File: src/rtl/ibuffer_burst_reader.sv
// Port-A burst read initiator for the input buffer: issues credit-limited
// reads and streams the responses to the consumer through a small FIFO.
// Ports: clk, rst (async, active high);
//   cmd_valid/ready, cmd_base, cmd_len_m1 and cmd_stride (IBUF_RD_STRIDE_EN only);
//   cen_a, wen_a, addr_a, last_a, ready_a (read requests);
//   rdata_a, rvalid_a, rlast_a, rready_a (read responses);
//   m_valid, m_ready, m_data, m_last (output stream); busy, done.
// Optional feature: `define IBUF_RD_STRIDE_EN adds cmd_stride; otherwise the address step is 1.
module ibuffer_burst_reader #(
  parameter int ADDR_W     = 15,
  parameter int DATA_W     = 128,
  parameter int LEN_W      = 12,
  parameter int FIFO_DEPTH = 4
) (
  input  logic              clk,
  input  logic              rst,
  input  logic              cmd_valid,
  output logic              cmd_ready,
  input  logic [ADDR_W-1:0] cmd_base,
  input  logic [LEN_W-1:0]  cmd_len_m1,
`ifdef IBUF_RD_STRIDE_EN
  input  logic [ADDR_W-1:0] cmd_stride,
`endif
  output logic              cen_a,
  output logic              wen_a,
  output logic [ADDR_W-1:0] addr_a,
  output logic              last_a,
  input  logic              ready_a,
  input  logic [DATA_W-1:0] rdata_a,
  input  logic              rvalid_a,
  input  logic              rlast_a,
  output logic              rready_a,
  output logic              m_valid,
  input  logic              m_ready,
  output logic [DATA_W-1:0] m_data,
  output logic              m_last,
  output logic              busy,
  output logic              done
);

  localparam int PW = $clog2(FIFO_DEPTH);
  localparam int CW = PW + 1;

  typedef enum logic [1:0] {
    IDLE,
    ISSUE,
    DRAIN
  } state_t;

  state_t state, state_nx;

  logic [ADDR_W-1:0] addr_q;
  logic [ADDR_W-1:0] step;
  logic [LEN_W-1:0]  rem_q;
  logic [CW-1:0]     credits;

  logic [DATA_W:0]   mem [FIFO_DEPTH];
  logic [PW-1:0]     wptr, rptr;
  logic [CW-1:0]     count;

  logic cmd_fire, req_fire, m_fire, push;

  assign cmd_fire = cmd_valid && cmd_ready;
  assign req_fire = cen_a && ready_a;
  assign m_fire   = m_valid && m_ready;
  // Credits reserve FIFO space per request, so a response is never refused.
  assign push     = rvalid_a;

  assign wen_a    = 1'b0;
  assign addr_a   = addr_q;
  assign rready_a = !rst;
  assign busy     = (state != IDLE);

  assign m_valid  = (count != '0);
  assign m_data   = m_valid ? mem[rptr][DATA_W-1:0] : '0;
  assign m_last   = m_valid && mem[rptr][DATA_W];

  always_comb begin
    state_nx  = state;
    cmd_ready = 1'b0;
    cen_a     = 1'b0;
    last_a    = 1'b0;
    done      = 1'b0;
    unique case (state)
      IDLE: begin
        cmd_ready = !rst;
        if (cmd_valid && !rst) state_nx = ISSUE;
      end
      ISSUE: begin
        cen_a  = (credits != '0);
        last_a = (rem_q == '0);
        if (cen_a && ready_a && last_a)
          state_nx = DRAIN;
      end
      DRAIN: begin
        if (m_fire && m_last) begin
          done     = 1'b1;
          state_nx = IDLE;
        end
      end
      default: state_nx = IDLE;
    endcase
  end

  always_ff @(posedge clk or posedge rst) begin
    if (rst) begin
      state   <= IDLE;
      addr_q  <= '0;
      rem_q   <= '0;
      credits <= CW'(FIFO_DEPTH);
      wptr    <= '0;
      rptr    <= '0;
      count   <= '0;
    end else begin
      state <= state_nx;
      if (cmd_fire) begin
        addr_q <= cmd_base;
        rem_q  <= cmd_len_m1;
      end else if (req_fire) begin
        addr_q <= addr_q + step;
        rem_q  <= rem_q - 1'b1;
      end
      unique case ({req_fire, m_fire})
        2'b10:   credits <= credits - 1'b1;
        2'b01:   credits <= credits + 1'b1;
        default: credits <= credits;
      endcase
      if (push) wptr <= wptr + 1'b1;
      if (m_fire) rptr <= rptr + 1'b1;
      unique case ({push, m_fire})
        2'b10:   count <= count + 1'b1;
        2'b01:   count <= count - 1'b1;
        default: count <= count;
      endcase
    end
  end

  always_ff @(posedge clk) begin
    if (push) mem[wptr] <= {rlast_a, rdata_a};
  end

`ifdef IBUF_RD_STRIDE_EN
  logic [ADDR_W-1:0] stride_q;
  assign step = stride_q;
  always_ff @(posedge clk or posedge rst) begin
    if (rst) stride_q <= '0;
    else if (cmd_fire) stride_q <= cmd_stride;
  end
`else
  assign step = ADDR_W'(1);
`endif

endmodule

File: config.mk
export PLATFORM = sky130hd
export DESIGN_NAME = ibuffer_burst_reader
export DESIGN_NICKNAME = d
export VERILOG_FILES = /design/src/rtl/ibuffer_burst_reader.sv
export SDC_FILE = /design/constraint.sdc
export NUM_CORES = 1
export LEC_CHECK = 0
export BUFFER_PORTS_ARGS = -buffer_cell sky130_fd_sc_hd__buf_2
export CAP_MARGIN = 15
export CORE_MARGIN = 2
export CORE_UTILIZATION = 30
export CTS_CLUSTER_DIAMETER = 40
export DETAILED_ROUTE_END_ITERATION = 8
export GPL_TIMING_DRIVEN = 0
export PLACE_DENSITY_LB_ADDON = 0.12
export SYNTH_ARGS = -nofsm -noshare
export SYNTH_HDL_FRONTEND = slang
export SYNTH_SLANG_ARGS = --single-unit
File: constraint.sdc
create_clock -name clk -period 10.9 [get_ports clk]
set_input_delay 1.09 -clock clk [delete_from_list [all_inputs] [get_ports clk]]
set_output_delay 1.09 -clock clk [all_outputs]
set_load 0.1 [all_outputs]
==> results of run 1 <==
## metrics by stage
stage | util [%] | setup slack (ns) | hold WS (ns)
2_1_floorplan | - | 6.14 | 0.435
3_3_place_gp | 34.2 | 2.85 | 0.451
3_5_place_dp | 34.5 | 7.25 | 0.453
4_1_cts | 39.2 | 6.57 | 0.463
5_1_grt | 39.2 | 6.57 | 0.472
6_report | 39.2 | 6.80 | 0.462
## cells by family after synthesis
kind of cell | after synthesis | share of synthesized area (%)
AOI/OAI and AO/OA | 33 | 0.814
xor gates and xnor gates | 34 | 1.37
adders and majority gates | 11 | 0.704
buffers and inverters | 65 | 1.48
DFF | 555 | 76.0
muxes | 131 | 13.5
other | 1 | 0.0173
and+or+nand+nor | 225 | 6.10
## state kept, by name (all words and copies together), names as in the netlist
| register | count |
|---|---|
| mem | 516 |
| addr_a | 15 |
| rem_q | 12 |
| count | 3 |
| credits | 3 |
| rptr | 2 |
| state | 2 |
| wptr | 2 |
## worst paths after layout
| check | to | slack [ns] | depth (start not counted) |
|---|---|---|---|
| min reg2reg | count[2]$_DFFE_PP0P_ | 0.46 | 1 |
| max | m_data[85] | 6.80 | 5 |
| min in group asynchronous | rem_q[10]$_DFFE_PP0P_ | 0.51 | 2 |
| max reg2reg | credits[2]$_DFFE_PP1P_ | 8.41 | 10 |
| min | count[2]$_DFFE_PP0P_ | 0.46 | 1 |
| max in group asynchronous | addr_a[6]$_DFFE_PP0P_ | 9.91 | 3 |
## cell usage in the layout (no fill, tap or decap), drive strengths merged, types with 2 or more instances in the layout
cell | synthesis | final
and2 | 135 | 135
nand3b | 3 | 3
or3 | 3 | 3
o21ai | 31 | 31
nand2 | 38 | 38
nand3 | 7 | 7
fa | 2 | 2
xnor2 | 14 | 14
inv | 13 | 21
clkinvlp | 0 | 16
buf | 29 | 350
nor3 | 4 | 4
mux4 | 129 | 129
edfxtp | 516 | 516
bufinv | 0 | 11
diode | 0 | 2
dfrtp | 38 | 38
nor2 | 13 | 13
clkinv | 0 | 35
xor2 | 20 | 20
nand2b | 2 | 2
ha | 9 | 9
nor4 | 4 | 4
clkbuf | 23 | 136
nand4 | 7 | 7
and3 | 2 | 2
## layer usage
metal	vias up	GRT usage, %	wire (µm)
met3	108	4.50	3550
li1	5072	-	-
met4	18	4.83	1320
met5	-	0	115
met2	279	24.0	26300
met1	5796	16.9	21200
## final cells by class
type,instances,area (µm²)
Multi-Input combinational cell,435,4890
Antenna cell,2,5.00
Clock inverter,70,817
Fill cell,6597,43500
Clock buffer,113,2510
Buffer,52,274
Sequential cell,555,16500
Timing Repair Buffer,321,1810
Tap cell,950,1190
Inverter,13,48.8
## worst max-delay path, cell delays in order, from the launching register on
cell,delay [ns]
dfrtp_1,0.37
or3_1,0.27
clkbuf_2,0.57
clkbuf_1,0.49
and2_1,0.21
buf_2,0.46
==> flow_metrics.py, run 1 <==
metrics = {
    "sta": {
        "finalCritPeriodShare_pct": 37.6,
        "finalSetupTns_ns": 0,
        "setup_viol": 0,
        "rsz0062_at_grt": "no",
        "tightest_slew_ns": 0.784,
        "period_minus_slack_ns": 4.10,
        "hold_violations": 0,
        "fmax_mhz": 244,
        "maxSlewHeadroom_pct": 47.7,
        "finalMaxSlewViolations": 0,
        "fin_skew_ns": 0.0234,
    },
    "synthesis": {
        "synth_top_area_cell": "edfxtp_1",
        "netlist_top_cells_count": "edfxtp_1, and2_1, mux4_2",
        "synth_seq_cells": 555,
        "synthFlopType": "edfxtp_1",
        "syn_inst": 1055,
        "yosys_warnings": 0,
        "synth_top_area_share_pct": 71.5,
        "avgSynthCellArea_um2": 20.5,
        "yosysSeqAreaShare_pct": 76.0,
        "async_flop_share_pct": 7.03,
        "synth-edff-count": 516,
        "synth.most_common_cell": "edfxtp_1",
        "ys_types": 43,
        "syn-cell-area_mm2": 0.0217,
        "synth_nets": 1228,
        "yosys-top-cells-area": "edfxtp_1, mux4_2, dfrtp_1",
    },
    "clock_tree": {
        "cts_sinks": 555,
        "root_buffer": "clkbuf_16",
        "ctsHoldBuffers": 0,
        "cts_buffer_depth": 3,
        "cts_max_level": 3,
        "cts_inserted_buffers": 97,
        "cts_resized": 0,
        "insertion_delay_ns": 0.64,
        "cts_setup_buffers": 0,
        "path_clk_slew_ns": 0.05,
        "cts_tree": "built",
    },
    "cells_and_area": {
        "fin_nets": 1648,
        "fin_cells": 2511,
        "fin_area_mm2": 0.0280,
        "syn_to_final_growth_pct": 29.2,
        "drive_above_1_share_pct": 41.6,
    },
    "floorplanning": {
        "die-area_mm2": 0.0744,
        "die_height_um": 273,
        "die_w_um": 273,
        "rows": 98,
        "start_util_pct": 30.3,
        "coreArea_mm2": 0.0715,
        "io-pin-count": 314,
    },
    "grt": {
        "antenna_found_initial": 12,
        "grt_overflow": 0,
        "grt_pass1_vias": 12252,
        "grt_pass1_wl_um": 77800,
        "grt_usage_pct": 14.1,
        "grt_max_degree": 51,
    },
    "routing": {
        "first_pass_iters": 4,
        "post_drt_via_cell_ratio": 4.49,
        "ant_nets": 0,
        "wirelength_um": 52500,
        "drc": 0,
        "drtIter0Drc": 665,
        "wl_per_cell_um": 20.9,
        "num_vias": 11273,
    },
    "worst_setup_path": {
        "worstPathMaxFanout": 10,
        "required_ns": 9.81,
        "startpoint_type": "register",
        "crit_start": "count[1]$_DFFE_PP0P_",
        "worstSetupPathType": "reg -> out",
        "crit_path_end_kind": "primary output",
        "r2r-start": "credits[0]$_DFFE_PP0P_",
        "worstPathArrival_ns": 3.01,
    },
    "flow_run": {
        "maxCapViolations": 0,
    },
    "place": {
        "hpwl_um": 32700,
        "gp_congestion": 0.748,
        "placement.cell_area_mm2": 0.0247,
        "dp_cells": 2326,
        "io_buffers": 312,
    },
    "hold_path": {
        "hold_start": "count[2]$_DFFE_PP0P_",
        "hold_class": "reg -> reg",
    },
    "outcome": {
        "status": "finished clean",
    },
}
Power of run 1 is left out: the tool's default activity adds up to more than one toggle a clock period on the data nets, which glitch-free logic cannot reach.
==> run 2: changes to the inputs <==
- ABC_AREA: default -> 1
- clock period: 10.9 -> 3.7 ns (I/O delays scaled with it)
==> run 2 against run 1 <==
Effect of this change:
- register-to-register slack worse by 6.9 ns
- via count up 44%
- die area increased by 3.8%
- clock skew increased by 0.0060 ns
- wire length up 32%
- global-route usage is 3.7 points higher
- critical path type unchanged
- largest cell class unchanged
==> flow_metrics.py, run 2 <==
metrics = {
    "outcome": {
        "status": "finished clean",
    },
    "worst_setup_path": {
        "startpoint_type": "register",
        "cp_cell_sequence": "nor3_4 -> buf_2 -> clkbuf_1 -> a21oi_1 -> buf_2",
        "reg2reg_to": "credits[1]$_DFFE_PP0P_",
        "cp_top_family": "buffers and inverters",
        "worst-r2r-cell-count": 7,
        "worstPathArrival_ns": 3.16,
        "required_ns": 3.33,
        "worst_path_most_repeated_cell": "buf_2",
        "crit_path_end_kind": "primary output",
        "rrSetupSlack_ns": 1.52,
        "worstPathMaxFanout": 10,
        "r2r-start": "count[2]$_DFFE_PP0P_",
        "critPathMaxStageDelay_ns": 0.54,
        "cp_slowest_cell": "buf_2",
        "path_buf_inv": 3,
        "worstSetupPathType": "reg -> out",
    },
    "place": {
        "gp_congestion": 0.834,
        "preCtsSetupSlack_ns": 0.591,
        "io_buffers": 311,
        "hpwl_um": 41900,
    },
    "routing": {
        "ant_nets": 0,
        "first_pass_iters": 5,
        "wirelength_um": 69500,
        "num_vias": 16228,
        "drtIter0Drc": 950,
        "post_drt_via_cell_ratio": 4.59,
        "wl_per_cell_um": 19.7,
        "drc": 0,
    },
    "grt": {
        "grt_usage_pct": 17.9,
        "antenna_found_initial": 6,
        "grt_pass1_wl_um": 104000,
        "grt_overflow": 0,
        "grt_pass1_vias": 16900,
        "grt_max_degree": 95,
    },
    "sta": {
        "maxSlewHeadroom_pct": 48.5,
        "fin_skew_ns": 0.0294,
        "period_minus_slack_ns": 3.53,
        "worst_slack_ns": 0.175,
        "finalSetupTns_ns": 0,
        "fmax_mhz": 284,
        "rsz0062_at_grt": "yes",
        "finalCritPeriodShare_pct": 95.3,
        "setup_viol": 0,
        "hold_violations": 0,
        "finalMaxSlewViolations": 0,
        "tightest_slew_ns": 0.772,
    },
    "hold_path": {
        "hold_class": "in -> reg",
        "hold_depth": 3,
        "holdPathEnd": "rem_q[3]$_DFFE_PP0P_",
        "hold_start": "cmd_len_m1[3]",
    },
    "cells_and_area": {
        "layout_common_cells": "nor2_1, edfxtp_1, buf_2",
        "mostFrequentLayoutCell": "nor2_1",
        "top_register": "mem",
        "fillers": 7139,
        "drive_above_1_share_pct": 21.5,
        "multi_input_area_mm2": 0.00533,
        "ff_latch_area_mm2": 0.0165,
        "largest_register_ffs": 516,
        "fin_nets": 2645,
        "syn_to_final_growth_pct": 34.9,
    },
    "synthesis": {
        "syn-cell-area_mm2": 0.0225,
        "yosys_warnings": 0,
        "ys_types": 38,
        "synth_top_area_share_pct": 68.9,
        "synth-edff-count": 516,
        "netlist_top_cells_count": "nor2_1, edfxtp_1, o21ai_0",
        "synth_top_area_cell": "edfxtp_1",
        "async_flop_share_pct": 7.03,
        "syn_inst": 1917,
        "avgSynthCellArea_um2": 11.7,
        "synthFlopType": "edfxtp_1",
        "synth_nets": 2090,
        "yosys-top-cells-area": "edfxtp_1, nor2_1, o21ai_0",
        "synth_seq_cells": 555,
        "synth.most_common_cell": "nor2_1",
        "yosysSeqAreaShare_pct": 73.2,
    },
    "clock_tree": {
        "cts_setup_buffers": 0,
        "cts_max_level": 3,
        "cts_inserted_buffers": 101,
        "path_clk_slew_ns": 0.05,
        "root_buffer": "clkbuf_16",
        "cts_tree": "built",
        "insertion_delay_ns": 0.62,
        "cts_sinks": 555,
        "cts_buffer_depth": 3,
    },
    "floorplanning": {
        "die-area_mm2": 0.0772,
        "die_w_um": 278,
        "io-pin-count": 314,
        "rows": 100,
        "coreArea_mm2": 0.0743,
        "die_height_um": 278,
        "start_util_pct": 30.3,
    },
    "flow_run": {
        "maxCapViolations": 0,
    },
}
==> run 2: metal layers <==
metal | wire [µm] | share of wire (%) | track usage (%) | vias to the layer above
met2 | 33700 | 48 | 30.1 | 354
met5 | 30 | 0.043 | 0 | -
met4 | 1740 | 2.5 | 6.00 | 4
met1 | 31200 | 45 | 23.2 | 7895
met3 | 2820 | 4.1 | 3.20 | 111
li1 | - | - | - | 7864
==> run 2: per-stage QoR <==
stage	std cells	hold slack, ns	utilization (%)	instance area, µm²
global placement	3197	0.481	34.0	25300
CTS	3528	0.00159	40.8	30300
detailed placement	3202	0.432	34.2	25400
finish	3535	0.0458	40.8	30400
global route	3532	0.0428	40.8	30300
floorplan	1917	0.466	-	22500
==> run 2: kinds of logic after synthesis <==
family / count (synthesis) / synth area share (%)
compound gates: 430 / 9.67
xor+xnor: 7 / 0.272
fa+ha+maj: 11 / 0.678
buf+inv: 163 / 3.16
flops: 555 / 73.2
other cells: 1 / 0.0167
simple gates: 750 / 13.0
==> run 2: cell type report <==
cell class                 instances  area share [%]
antenna                            7          0.0577
buffer                           111            1.71
clock buffer                     114            8.56
clock inverter                    76            3.09
inverter                          52           0.742
multi-input combinational       1199            17.5
sequential                       555            54.3
tap                              969            3.99
timing repair buffer             452            10.0
==> run 2: worst max path at each step <==
stage,from,to,slack (ns),depth (start not counted)
after floorplan,rvalid_a,mem[0][0]$_DFFE_PP_,0.03,3
after global placement,rvalid_a,mem[1][104]$_DFFE_PP_,-2.77,3
after detailed placement,count[2]$_DFFE_PP0P_,m_data[116],0.59,5
after CTS,rptr[0]$_DFFE_PP0P_,m_data[58],0.06,8
after global routing,rptr[0]$_DFFE_PP0P_,m_data[123],-0.001,7
final,count[2]$_DFFE_PP0P_,m_data[85],0.17,5
==> run 2: repair_timing <==
item | 4_1_cts | 5_1_grt
hold buffers | 136 | 0
setup endpoints to repair | 9 | 2
gates resized for setup | 2 | 1
endpoints found under the hold margin | 538 | 0
==> run 2: worst reg2reg max path, stage by stage, from the launching register on <==
cell and delay (ns):
dfrtp_1 0.42, nor3_4 0.50, nor2_1 0.24, ha_1 0.26, inv_1 0.09, fa_1 0.41
nor2_1 0.09, a21oi_1 0.05
Power of run 2 is left out for the same reason.
==> run 3: changes to the inputs <==
- ABC_AREA: 1 -> default
- CORE_MARGIN: 2 -> 1
- PLACE_DENSITY_LB_ADDON: 0.12 -> 0.05
==> run 3 against run 2 <==
Effect of this change:
- utilization is 0.72 points higher
- via count is 27% lower
- critical path depth is 1 higher
- count of clock-buffer cells in the layout stayed put
- worst setup slack better by 0.15 ns
- sequential cell count stayed put
- register-to-register slack worse by 0.38 ns
- global-route usage is 3.0 points lower
- wire length is 22% lower
==> flow_metrics.py, run 3 (same netlist as run 1, synthesis figures left out) <==
metrics = {
    "outcome": {
        "status": "finished clean",
    },
    "worst_setup_path": {
        "worstSetupPathDepth": 6,
        "crit_start": "count[0]$_DFFE_PP0P_",
        "reg2reg_to": "credits[2]$_DFFE_PP1P_",
        "path_buf_inv": 4,
        "critPathMaxStageDelay_ns": 0.44,
        "startpoint_type": "register",
        "r2r-start": "credits[0]$_DFFE_PP0P_",
        "cp_cell_sequence": "or3_1 -> clkbuf_1 -> buf_8 -> clkbuf_1 -> and2_1 -> buf_2",
        "worstPathMaxFanout": 10,
        "worstSetupPathType": "reg -> out",
        "worst-r2r-cell-count": 10,
        "crit_path_end_kind": "primary output",
        "worstPathArrival_ns": 3.01,
        "setup.worst_path.end": "m_data[53]",
        "cp_top_family": "buffers and inverters",
        "required_ns": 3.33,
        "cp_slowest_cell": "clkbuf_1",
        "worst_path_most_repeated_cell": "clkbuf_1",
        "rrSetupSlack_ns": 1.14,
    },
    "routing": {
        "wirelength_um": 53900,
        "drc": 0,
        "first_pass_iters": 6,
        "wl_per_cell_um": 20.1,
        "ant_nets": 0,
        "num_vias": 11832,
        "drtIter0Drc": 540,
        "post_drt_via_cell_ratio": 4.42,
    },
    "place": {
        "dp_cells": 2329,
        "gp_congestion": 0.725,
        "io_buffers": 312,
        "placement.cell_area_mm2": 0.0247,
        "hpwl_um": 33300,
    },
    "grt": {
        "grt_overflow": 0,
        "grt_max_degree": 49,
        "antenna_found_initial": 3,
        "grt_usage_pct": 14.9,
        "grt_pass1_wl_um": 81200,
        "grt_pass1_vias": 13008,
    },
    "floorplanning": {
        "start_util_pct": 30.3,
        "die-area_mm2": 0.0733,
        "die_height_um": 271,
        "rows": 98,
        "coreArea_mm2": 0.0715,
        "die_w_um": 271,
        "io-pin-count": 314,
    },
    "sta": {
        "maxSlewHeadroom_pct": 46.0,
        "tightest_slew_ns": 0.810,
        "fin_skew_ns": 0.0179,
        "rsz0062_at_grt": "no",
        "finalMaxSlewViolations": 0,
        "setup_viol": 0,
        "hold_violations": 0,
        "fmax_mhz": 296,
        "finalCritPeriodShare_pct": 91.3,
        "period_minus_slack_ns": 3.38,
        "finalSetupTns_ns": 0,
    },
    "cells_and_area": {
        "drive_above_1_share_pct": 38.0,
        "largest_register_ffs": 516,
        "fin_area_mm2": 0.0297,
        "top_register": "mem",
        "fin_cells": 2678,
        "layout_common_cells": "edfxtp_1, buf_2, dlygate4sd3_1",
        "utilization_pct": 41.6,
        "fillers": 6564,
        "fin_nets": 1813,
        "mostFrequentLayoutCell": "edfxtp_1",
        "syn_to_final_growth_pct": 37.1,
    },
    "clock_tree": {
        "insertion_delay_ns": 0.65,
        "cts_max_level": 3,
        "cts_buffer_depth": 3,
        "cts_sinks": 555,
        "ctsHoldBuffers": 158,
        "path_clk_slew_ns": 0.05,
        "cts_setup_buffers": 0,
        "cts_tree": "built",
        "cts_resized": 0,
        "cts_inserted_buffers": 101,
        "root_buffer": "clkbuf_16",
    },
    "hold_path": {
        "hold_class": "in -> reg",
    },
    "flow_run": {
        "maxCapViolations": 0,
    },
}
## run 3: changes by cell type in the layout (fill, tap and decap cells not counted), sizes merged, moves of 29 or more
cell,delta
a21oi,-137
and2,+134
inv,-43
mux4,+129
nand2,-76
nand3,-29
nor2,-573
o21ai,-251
## run 3: routing by layer
metal | vias up | GRT usage, % | share of wire [%]
li1 | 5411 | - | -
met1 | 6042 | 18.0 | 42
met2 | 273 | 25.3 | 50
met3 | 102 | 4.23 | 5.6
met4 | 4 | 5.17 | 2.6
met5 | - | 0 | 0.041
## run 3: worst min-delay path, delay by kind of cell
family / cells / cell delay, ns
AO/OA/AOI/OAI: 1 / 0.09
buffers and inverters: 1 / 0.13
AND/OR/NAND/NOR: 1 / 0.13
## run 3: how the worst min path moves through the flow
stage	startpoint	end	cells after the start
finish	ready_a	state[1]$_DFFE_PP0P_	3
CTS	ready_a	state[1]$_DFFE_PP0P_	3
floorplan	count[2]$_DFFE_PP0P_	count[2]$_DFFE_PP0P_	1
global route	ready_a	state[1]$_DFFE_PP0P_	3
global placement	count[2]$_DFFE_PP0P_	count[2]$_DFFE_PP0P_	1
detailed placement	rst	rem_q[8]$_DFFE_PP0P_	2
## run 3: cell type report
class,instances,area (µm²),share of cell area (%)
antenna,1,2.50,0.00842
inverter,13,48.8,0.164
buffer,52,273,0.918
tap,950,1190,4.00
timing repair buffer,482,3440,11.6
clock buffer,114,2590,8.71
multi-input combinational,435,4890,16.5
sequential,555,16500,55.4
clock inverter,76,812,2.73
## run 3: through the flow
step           setup slack (ns)  hold slack, ns
2_1_floorplan            0.0949           0.435
3_3_place_gp             -0.731           0.452
3_5_place_dp              0.820           0.413
4_1_cts                   0.108          0.0818
5_1_grt                  0.0522           0.136
6_report                  0.322           0.133
Power of run 3 is left out for the same reason.
